File: src/rtl/mux_sched_pkg.sv
// Shared types and widths for the round-robin mux scheduler.
package mux_sched_pkg;

    typedef enum logic [1:0] {
        IDLE   = 2'd0,
        GRANT  = 2'd1,
        SWITCH = 2'd2
    } sched_state_t;

    localparam int SEL_W = 3;
    localparam int CNT_W = 4;

endpackage

File: src/rtl/mux_rr_scheduler_rr_pick.sv
// Combinational rotating priority encoder: first set request at or above ptr, wrapping.
module rr_pick
    import mux_sched_pkg::*;
#(
    parameter int N_REQ = 8,
    parameter int W     = SEL_W
) (
    input  logic [N_REQ-1:0] req,
    input  logic [W-1:0]     ptr,
    output logic [W-1:0]     winner,
    output logic             any
);

    logic [W-1:0] idx_s;

    // Scan from the farthest offset down so the nearest request to ptr is written last.
    always_comb begin
        winner = ptr;
        any    = 1'b0;
        idx_s  = ptr;
        for (int i = N_REQ - 1; i >= 0; i--) begin
            idx_s = ptr + W'(i);
            if (req[idx_s]) begin
                winner = idx_s;
                any    = 1'b1;
            end else begin
                winner = winner;
            end
        end
    end

endmodule

File: src/rtl/mux_rr_scheduler.sv
// Round-robin owner scheduler for the registered 8:1 mux: grant, bounded burst, one dead cycle.
module mux_rr_scheduler
    import mux_sched_pkg::*;
#(
    parameter int N_REQ     = 8,
    parameter int MAX_BURST = 4
) (
    input  logic                       clk,
    input  logic                       rst_n,
    input  logic [N_REQ-1:0]           req_in,
    input  logic                       enable_in,
    output logic [N_REQ-1:0]           gnt_out,
    output logic [$clog2(N_REQ)-1:0]   sel_out,
    output logic                       sel_valid_out,
    output logic                       data_valid_out
);

    localparam int SW = $clog2(N_REQ);
    localparam logic [CNT_W-1:0] LAST_CNT = CNT_W'(MAX_BURST - 1);

    sched_state_t     state_r,     state_nxt_s;
    logic [N_REQ-1:0] gnt_r,       gnt_nxt_s;
    logic [SW-1:0]    sel_r,       sel_nxt_s;
    logic [SW-1:0]    ptr_r,       ptr_nxt_s;
    logic [CNT_W-1:0] burst_cnt_r, cnt_nxt_s;
    logic             sel_valid_r, sel_valid_nxt_s;
    logic             data_valid_r;
    logic [SW-1:0]    winner_s;
    logic             any_s;

    rr_pick #(
        .N_REQ (N_REQ),
        .W     (SW)
    ) u_pick (
        .req    (req_in),
        .ptr    (ptr_r),
        .winner (winner_s),
        .any    (any_s)
    );

    // Next-state logic; requests are only sampled outside GRANT.
    always_comb begin
        state_nxt_s     = state_r;
        gnt_nxt_s       = '0;
        sel_nxt_s       = sel_r;
        sel_valid_nxt_s = 1'b0;
        ptr_nxt_s       = ptr_r;
        cnt_nxt_s       = burst_cnt_r;
        case (state_r)
            IDLE, SWITCH: begin
                if (enable_in && any_s) begin
                    state_nxt_s     = GRANT;
                    gnt_nxt_s       = {{(N_REQ-1){1'b0}}, 1'b1} << winner_s;
                    sel_nxt_s       = winner_s;
                    sel_valid_nxt_s = 1'b1;
                    cnt_nxt_s       = '0;
                end else begin
                    state_nxt_s = IDLE;
                    cnt_nxt_s   = '0;
                end
            end
            GRANT: begin
                // Enable is deliberately ignored here so an issued burst always completes.
                if (!req_in[sel_r] || (burst_cnt_r == LAST_CNT)) begin
                    state_nxt_s = SWITCH;
                    ptr_nxt_s   = sel_r + SW'(1'b1);
                    cnt_nxt_s   = '0;
                end else begin
                    gnt_nxt_s       = gnt_r;
                    sel_valid_nxt_s = 1'b1;
                    cnt_nxt_s       = burst_cnt_r + CNT_W'(1'b1);
                end
            end
            default: begin
                state_nxt_s = IDLE;
                cnt_nxt_s   = '0;
            end
        endcase
    end

    // State, pointer, counter and registered outputs.
    always_ff @(posedge clk or negedge rst_n) begin
        if (!rst_n) begin
            state_r      <= IDLE;
            gnt_r        <= '0;
            sel_r        <= '0;
            ptr_r        <= '0;
            burst_cnt_r  <= '0;
            sel_valid_r  <= 1'b0;
            data_valid_r <= 1'b0;
        end else begin
            state_r      <= state_nxt_s;
            gnt_r        <= gnt_nxt_s;
            sel_r        <= sel_nxt_s;
            ptr_r        <= ptr_nxt_s;
            burst_cnt_r  <= cnt_nxt_s;
            sel_valid_r  <= sel_valid_nxt_s;
            data_valid_r <= sel_valid_r;
        end
    end

    assign gnt_out        = gnt_r;
    assign sel_out        = sel_r;
    assign sel_valid_out  = sel_valid_r;
    assign data_valid_out = data_valid_r;

endmodule

File: config.mk
export PLATFORM = sky130hd
export DESIGN_NAME = mux_rr_scheduler
export DESIGN_NICKNAME = d
export VERILOG_FILES = /design/src/rtl/mux_sched_pkg.sv /design/src/rtl/mux_rr_scheduler_rr_pick.sv /design/src/rtl/mux_rr_scheduler.sv
export SDC_FILE = /design/constraint.sdc
export NUM_CORES = 1
export LEC_CHECK = 0
export BUFFER_PORTS_ARGS = -buffer_cell sky130_fd_sc_hd__buf_2
export CAP_MARGIN = 30
export CORE_MARGIN = 2
export CORE_UTILIZATION = 35
export DETAILED_ROUTE_END_ITERATION = 8
export GPL_TIMING_DRIVEN = 0
export SETUP_SLACK_MARGIN = 0.05
export SLEW_MARGIN = 0
export SYNTH_ARGS = -nofsm -noshare
export SYNTH_HDL_FRONTEND = slang
export SYNTH_SLANG_ARGS = --single-unit
File: constraint.sdc
create_clock -name clk -period 3.2 [get_ports clk]
set_input_delay 0.16 -clock clk [delete_from_list [all_inputs] [get_ports clk]]
set_output_delay 0.16 -clock clk [all_outputs]
set_load 0.01 [all_outputs]
# Yosys cells after proc, flatten, opt, wreduce, memory -nomap -nowiden
# Index checks and enable logic that the tools add are counted.
[word_totals]
ff_bits = 22
elab_cells = 82
output_inout_bits = 13
input_bits = 11
[classes]
addsub = 9
n_reduce_logical = 7
n_mux = 45
magnitude_cmp = 9
n_shift = 1
n_eq_ne = 4
[op_table]
columns = ["operator", "n"]
rows = [
  ["< comparator 3 x 4 -> 1 bit, second input constant", 9],
  ["binary-select mux 1 bit (select 3 bit)", 9],
  ["2-to-1 mux 3 bit", 8],
  ["2-to-1 mux 1 bit", 20],
  ["2-to-1 mux 8 bit", 2],
  ["one-hot mux 8 bit (2 select lines)", 1],
  ["adder 3 bit, second input constant", 4],
  ["2-to-1 mux 4 bit", 2],
  ["left shift 1 x 3 -> 8 bit, first input constant", 1],
  ["adder 3 x 1 -> 3 bit, second input constant", 2],
  ["adder 3 x 2 -> 3 bit, second input constant", 2],
  ["adder 4 x 1 -> 4 bit, second input constant", 1],
  ["equality test 4 x 2 -> 1 bit, second input constant", 1],
  ["one-hot mux 2 bit (2 select lines)", 1],
  ["AND reduction 2 bit", 2],
  ["equality test 2 x 1 -> 1 bit, second input constant", 1],
  ["equality test 2 bit, second input constant", 1],
  ["logical NOT 2 bit", 1],
  ["2-to-1 mux 2 bit", 1],
  ["!= test 2 bit, second input constant", 1],
  ["one-hot mux 1 bit (2 select lines)", 1],
  ["OR reduction 2 bit", 1],
  ["logical AND 1 bit", 1],
  ["logical NOT 1 bit", 1],
  ["logical OR 1 bit", 1],
]

# Logic depth before layout (Yosys ltp)
[logic_depth]
word_depth = 14
depth_mapped = 12
depth_no_buf = 9

# By module
# Synthesis repeated with hierarchy kept, for this count alone.
[hier_totals]
cells_unflattened = 165
hier_area_um2 = 1761.7
[modules_own_cells]
columns = ["module", "seq_area_each_um2", "cells_each", "instances", "area_each_um2"]
rows = [
  ["mux_rr_scheduler", 550.5, 73, 1, 970.9],
  ["rr_pick", 0.0, 92, 1, 790.8],
]

# Worst setup path after synthesis
# OpenSTA, ideal clock, no wires.
[synth_timing]
path_kind = "reg2reg"
startpoint = "register ptr_r[1]"
endpoint = "register gnt_r[0] (netlist: gnt_out[0])"
required_time_ps = 3079
path_stages_with_launch = 13
arrival_time_ps = 2982
setup_ps = 121
synth_period_minus_slack_ps = 3103
n_path_buf = 3
setup_slack_ps = 97
path_cell_list = "dfrtp_1 -> clkbuf_1 -> clkbuf_8 -> inv_1 -> ha_1 -> buf_4 -> mux4_1 -> mux2_2 -> or4_1 -> nand4_1 -> o2bb2ai_2 -> nor3b_2 -> a22o_1"
[synth_between]
elab_chain_cells = 14
word_cells_on_any_way = 43
classes_between = "add/sub (7); shift (1); mux (34); reduce/logical (1)"
[synth_lines]
columns = ["item", "line", "rtl"]
rows = [
  ["from (decl)", "mux_rr_scheduler.sv:24", "logic [SW-1:0] ptr_r, ptr_nxt_s;"],
  ["from (signal assigned)", "mux_rr_scheduler.sv:95", "ptr_r <= ptr_nxt_s;"],
  ["adder 3 bit", "mux_rr_scheduler_rr_pick.sv:22", "idx_s = ptr + W'(i);"],
  ["binary-select mux 1 bit (select 3 bit)", "mux_rr_scheduler_rr_pick.sv:23", "if (req[idx_s]) begin"],
  ["2-to-1 mux 1 bit (not written as such)", "mux_rr_scheduler_rr_pick.sv:23", ""],
  ["2-to-1 mux 3 bit or 2-to-1 mux 1 bit (tied branches) (8 in series)", "mux_rr_scheduler_rr_pick.sv:23", ""],
  ["left shift 1 x 3 -> 8 bit or logical AND 1 bit (tied branches)", "mux_rr_scheduler.sv:53, mux_rr_scheduler.sv:51", ""],
  ["2-to-1 mux 8 bit *", "mux_rr_scheduler.sv:51", "if (enable_in && any_s) begin"],
  ["one-hot mux 8 bit (2 select lines) *", "mux_rr_scheduler.sv:49", "case (state_r)"],
  ["to (signal assigned)", "mux_rr_scheduler.sv:93", "gnt_r <= gnt_nxt_s;"],
  ["to (decl)", "mux_rr_scheduler.sv:22", "logic [N_REQ-1:0] gnt_r, gnt_nxt_s;"],
]
# Every way passes the cells marked *; elsewhere a longest branch is shown, timed or not. The select of a mux whose other input is x is not followed.
# A chain may end at the register's enable or synchronous reset.

# Worst setup path in the final report
[layout_timing]
startpoint = "register ptr_r[0]"
endpoint = "register gnt_r[4] (netlist: gnt_out[4])"
# Same word-level chain as after synthesis.

==> impl_results.md <==
- First-pass GRT wire length: 6.75 mm
- Synth top area share: 32.6%
- Core Box Area: 4690 um^2
- Fin. Hold Viols: 0
- Clock Tree Root: clkbuf_8
- Syn_nets: 173
- 1st-iter DRT viols: 140
- H-tree depth: 1
- Status: completed
- Largest net degree at the start of global routing: 23
- Gr usage total: 15.9%
- Req. time, crit path: 3.36 ns
- Worst Setup Path Type: reg -> reg
- CTS buffer count: 3
- Yosys warns: 0
- Bufs on Longest Clock Path: 2
- Fmax: 338 MHz
- Nets: 209
- Clk_lat worst skew: 0.27 ns
- Critical Path Sink Type: register
- Top cells by area, synth: dfrtp_1, mux4_2, mux2_2
- Ant diodes: 0
- Part of the cycle the worst path needs: 92.4%
- Post-placement cell area: 1870 um^2
- Worst-path fanout max: 8
- Avg Cell Area, Syn: 10.7 um^2
- Final Max Slew Viols: 0
- Die Y-Extent: 73.5 um
- Max transition margin: 63.4%
- Commonest non-fill, non-tap cell in the layout: buf_2
- WP data arrival: 3.12 ns
- # rows: 25
- DR vias/cell: 5.65
- Clk pin slew, worst setup/hold paths: 0.08 ns
- Worst Tran Pin Value: 0.547 ns
- Post-route DRC: 0
- Mapped Cells: 158
- Primary FF master, synth: dfrtp_1
- Post-layout util: 43.1%
- Max-Cap Viols: 0
- Die X: 73.5 um
- Distinct cells, synth: 53
- Place WS: -0.280 ns
- Die area: 5400 um^2
- RSZ-0062 raised after global routing: no
- Post-DRT Antenna Nets: 0
- Port Buffers: 23
- # setup viols final: 0
- EDFF count, synth: 0
- Ys async rst share: 100%
- Finished Cell Area: 2020 um^2
- Worst setup margin: 0.243 ns
- Post-synth top area cell: dfrtp_1
- Seq/Total Area, Yosys: 32.6%
- Ports: 24
- Tmin final: 2.96 ns
- TritonCTS clock tree: built
- Fill cells: 474
- Min-delay worst type: in -> reg
- Number of global-route vias before repair: 1387
- Sink Count: 22
- Critical Path Start Type: register
- Starting Density: 36.0%
- Vias: 1395
- Pre-antenna DRT Iters: 4
- Synthesis-to-finish area growth: 19.8%
- Share of layout cells above drive strength 1: 35.2%
- Final HPWL DP: 3.00 mm
- Netlist area before placement: 1690 um^2
- RePlAce Congestion: 0.901
- Initial antenna violation count: 0
- Grt ovf: 0
- Post-synthesis register bit count: 22
- Commonest non-fill, non-tap cells in the layout: buf_2, dfrtp_1, nand2_1
- Wirelength per Cell: 16.1 um
- Skew final: 0.00410 ns
- Total Wirelength: 3.97 mm
==> routing by layer <==
metal,global-route usage [%],share of wire (%),routed length (um),vias to the layer above
li1,-,-,-,673
met1,22.9,46,1810,676
met2,26.2,49,1930,43
met3,1.23,4.8,192,3
met4,3.64,0.91,36,0
met5,0,0,0,-
==> repair_timing <==
action | in CTS | in global routing
hold buffers | 1 | 0
pin swaps | 0 | 1
buffers inserted | 1 | 7
endpoints found under the hold margin | 22 | 0
resized for setup | 4 | 8
setup endpoints to repair | 11 | 9
==> registers in the layout, indices dropped and copies added, names as in the netlist <==
| register | flops |
|---|---|
| data_valid_out | 1 |
| sel_valid_out | 1 |
| ptr_r | 3 |
| burst_cnt_r | 4 |
| sel_out | 3 |
| state_r | 2 |
| gnt_out | 8 |
==> kinds of logic (layout without fill, tap and decap cells) <==
| family | Yosys count | in the layout | share of synthesized area, % |
|---|---|---|---|
| buffers and inverters | 15 | 50 | 4.59 |
| xor gates and xnor gates | 6 | 6 | 3.56 |
| AOI/OAI and AO/OA | 41 | 41 | 18.7 |
| adders and majority gates | 4 | 4 | 2.96 |
| muxes | 22 | 22 | 21.7 |
| DFF | 22 | 22 | 32.6 |
| and+or+nand+nor | 48 | 48 | 15.9 |
==> worst max-delay path: stages (launching register included) <==
cell	delay, ns
dfrtp_1	0.41
buf_6	0.14
inv_1	0.12
ha_1	0.26
buf_6	0.14
mux4_2	0.38
mux2_4	0.32
or4_1	0.49
nand4_1	0.12
o2bb2ai_2	0.10
nor3b_2	0.17
a22o_1	0.20
==> metrics by stage <==
step / TNS, ns / hold slack, ns / std cells
3_3_place_gp: -2.08 / 0.154 / 235
4_1_cts: 0 / 0.337 / 241
6_report: 0 / 0.332 / 247
3_5_place_dp: -2.00 / 0.156 / 235
5_1_grt: 0 / 0.362 / 247
2_1_floorplan: 0 / -0.136 / 158
==> final timing paths <==
check,slack (ns),endpoint,depth (start not counted),start
max,0.24,gnt_out[4]$_DFFE_PN0N_,11,ptr_r[0]$_DFFE_PN0P_
min,0.33,sel_valid_out$_DFF_PN0_,3,enable_in
max reg2reg,0.24,gnt_out[4]$_DFFE_PN0N_,11,ptr_r[0]$_DFFE_PN0P_
min reg2reg,0.38,data_valid_out$_DFF_PN0_,0,sel_valid_out$_DFF_PN0_
max in group asynchronous,2.48,gnt_out[6]$_DFFE_PN0N_,2,rst_n
min in group asynchronous,0.38,gnt_out[3]$_DFFE_PN0N_,2,rst_n
==> layout make-up <==
| cell class | count | area (um^2) | area share, % |
|---|---|---|---|
| Buffer | 5 | 41.3 | 2.04 |
| Clock buffer | 3 | 41.3 | 2.04 |
| Clock inverter | 1 | 30.0 | 1.48 |
| Inverter | 9 | 36.3 | 1.79 |
| Multi-Input combinational cell | 121 | 1070 | 52.9 |
| Sequential cell | 22 | 551 | 27.2 |
| Tap cell | 54 | 67.6 | 3.34 |
| Timing Repair Buffer | 32 | 185 | 9.15 |
==> Yosys cell counts (3+ instances only) <==
| master | instances |
|---|---|
| dfrtp_1 | 22 |
| nand2_1 | 11 |
| nor2_1 | 10 |
| a21oi_1 | 8 |
| inv_1 | 8 |
| mux4_2 | 8 |
| mux2_2 | 7 |
| nand2b_1 | 5 |
| o21ai_1 | 5 |
| a32o_1 | 4 |
| ha_1 | 4 |
| mux2i_1 | 4 |
| a22oi_1 | 3 |
| and2_1 | 3 |
| nand3_1 | 3 |
| nand3b_1 | 3 |
| nand4_1 | 3 |
| xnor2_1 | 3 |
Power is not shown: default switching activity piles up to over one toggle a cycle in this logic, so the estimate is an artifact.
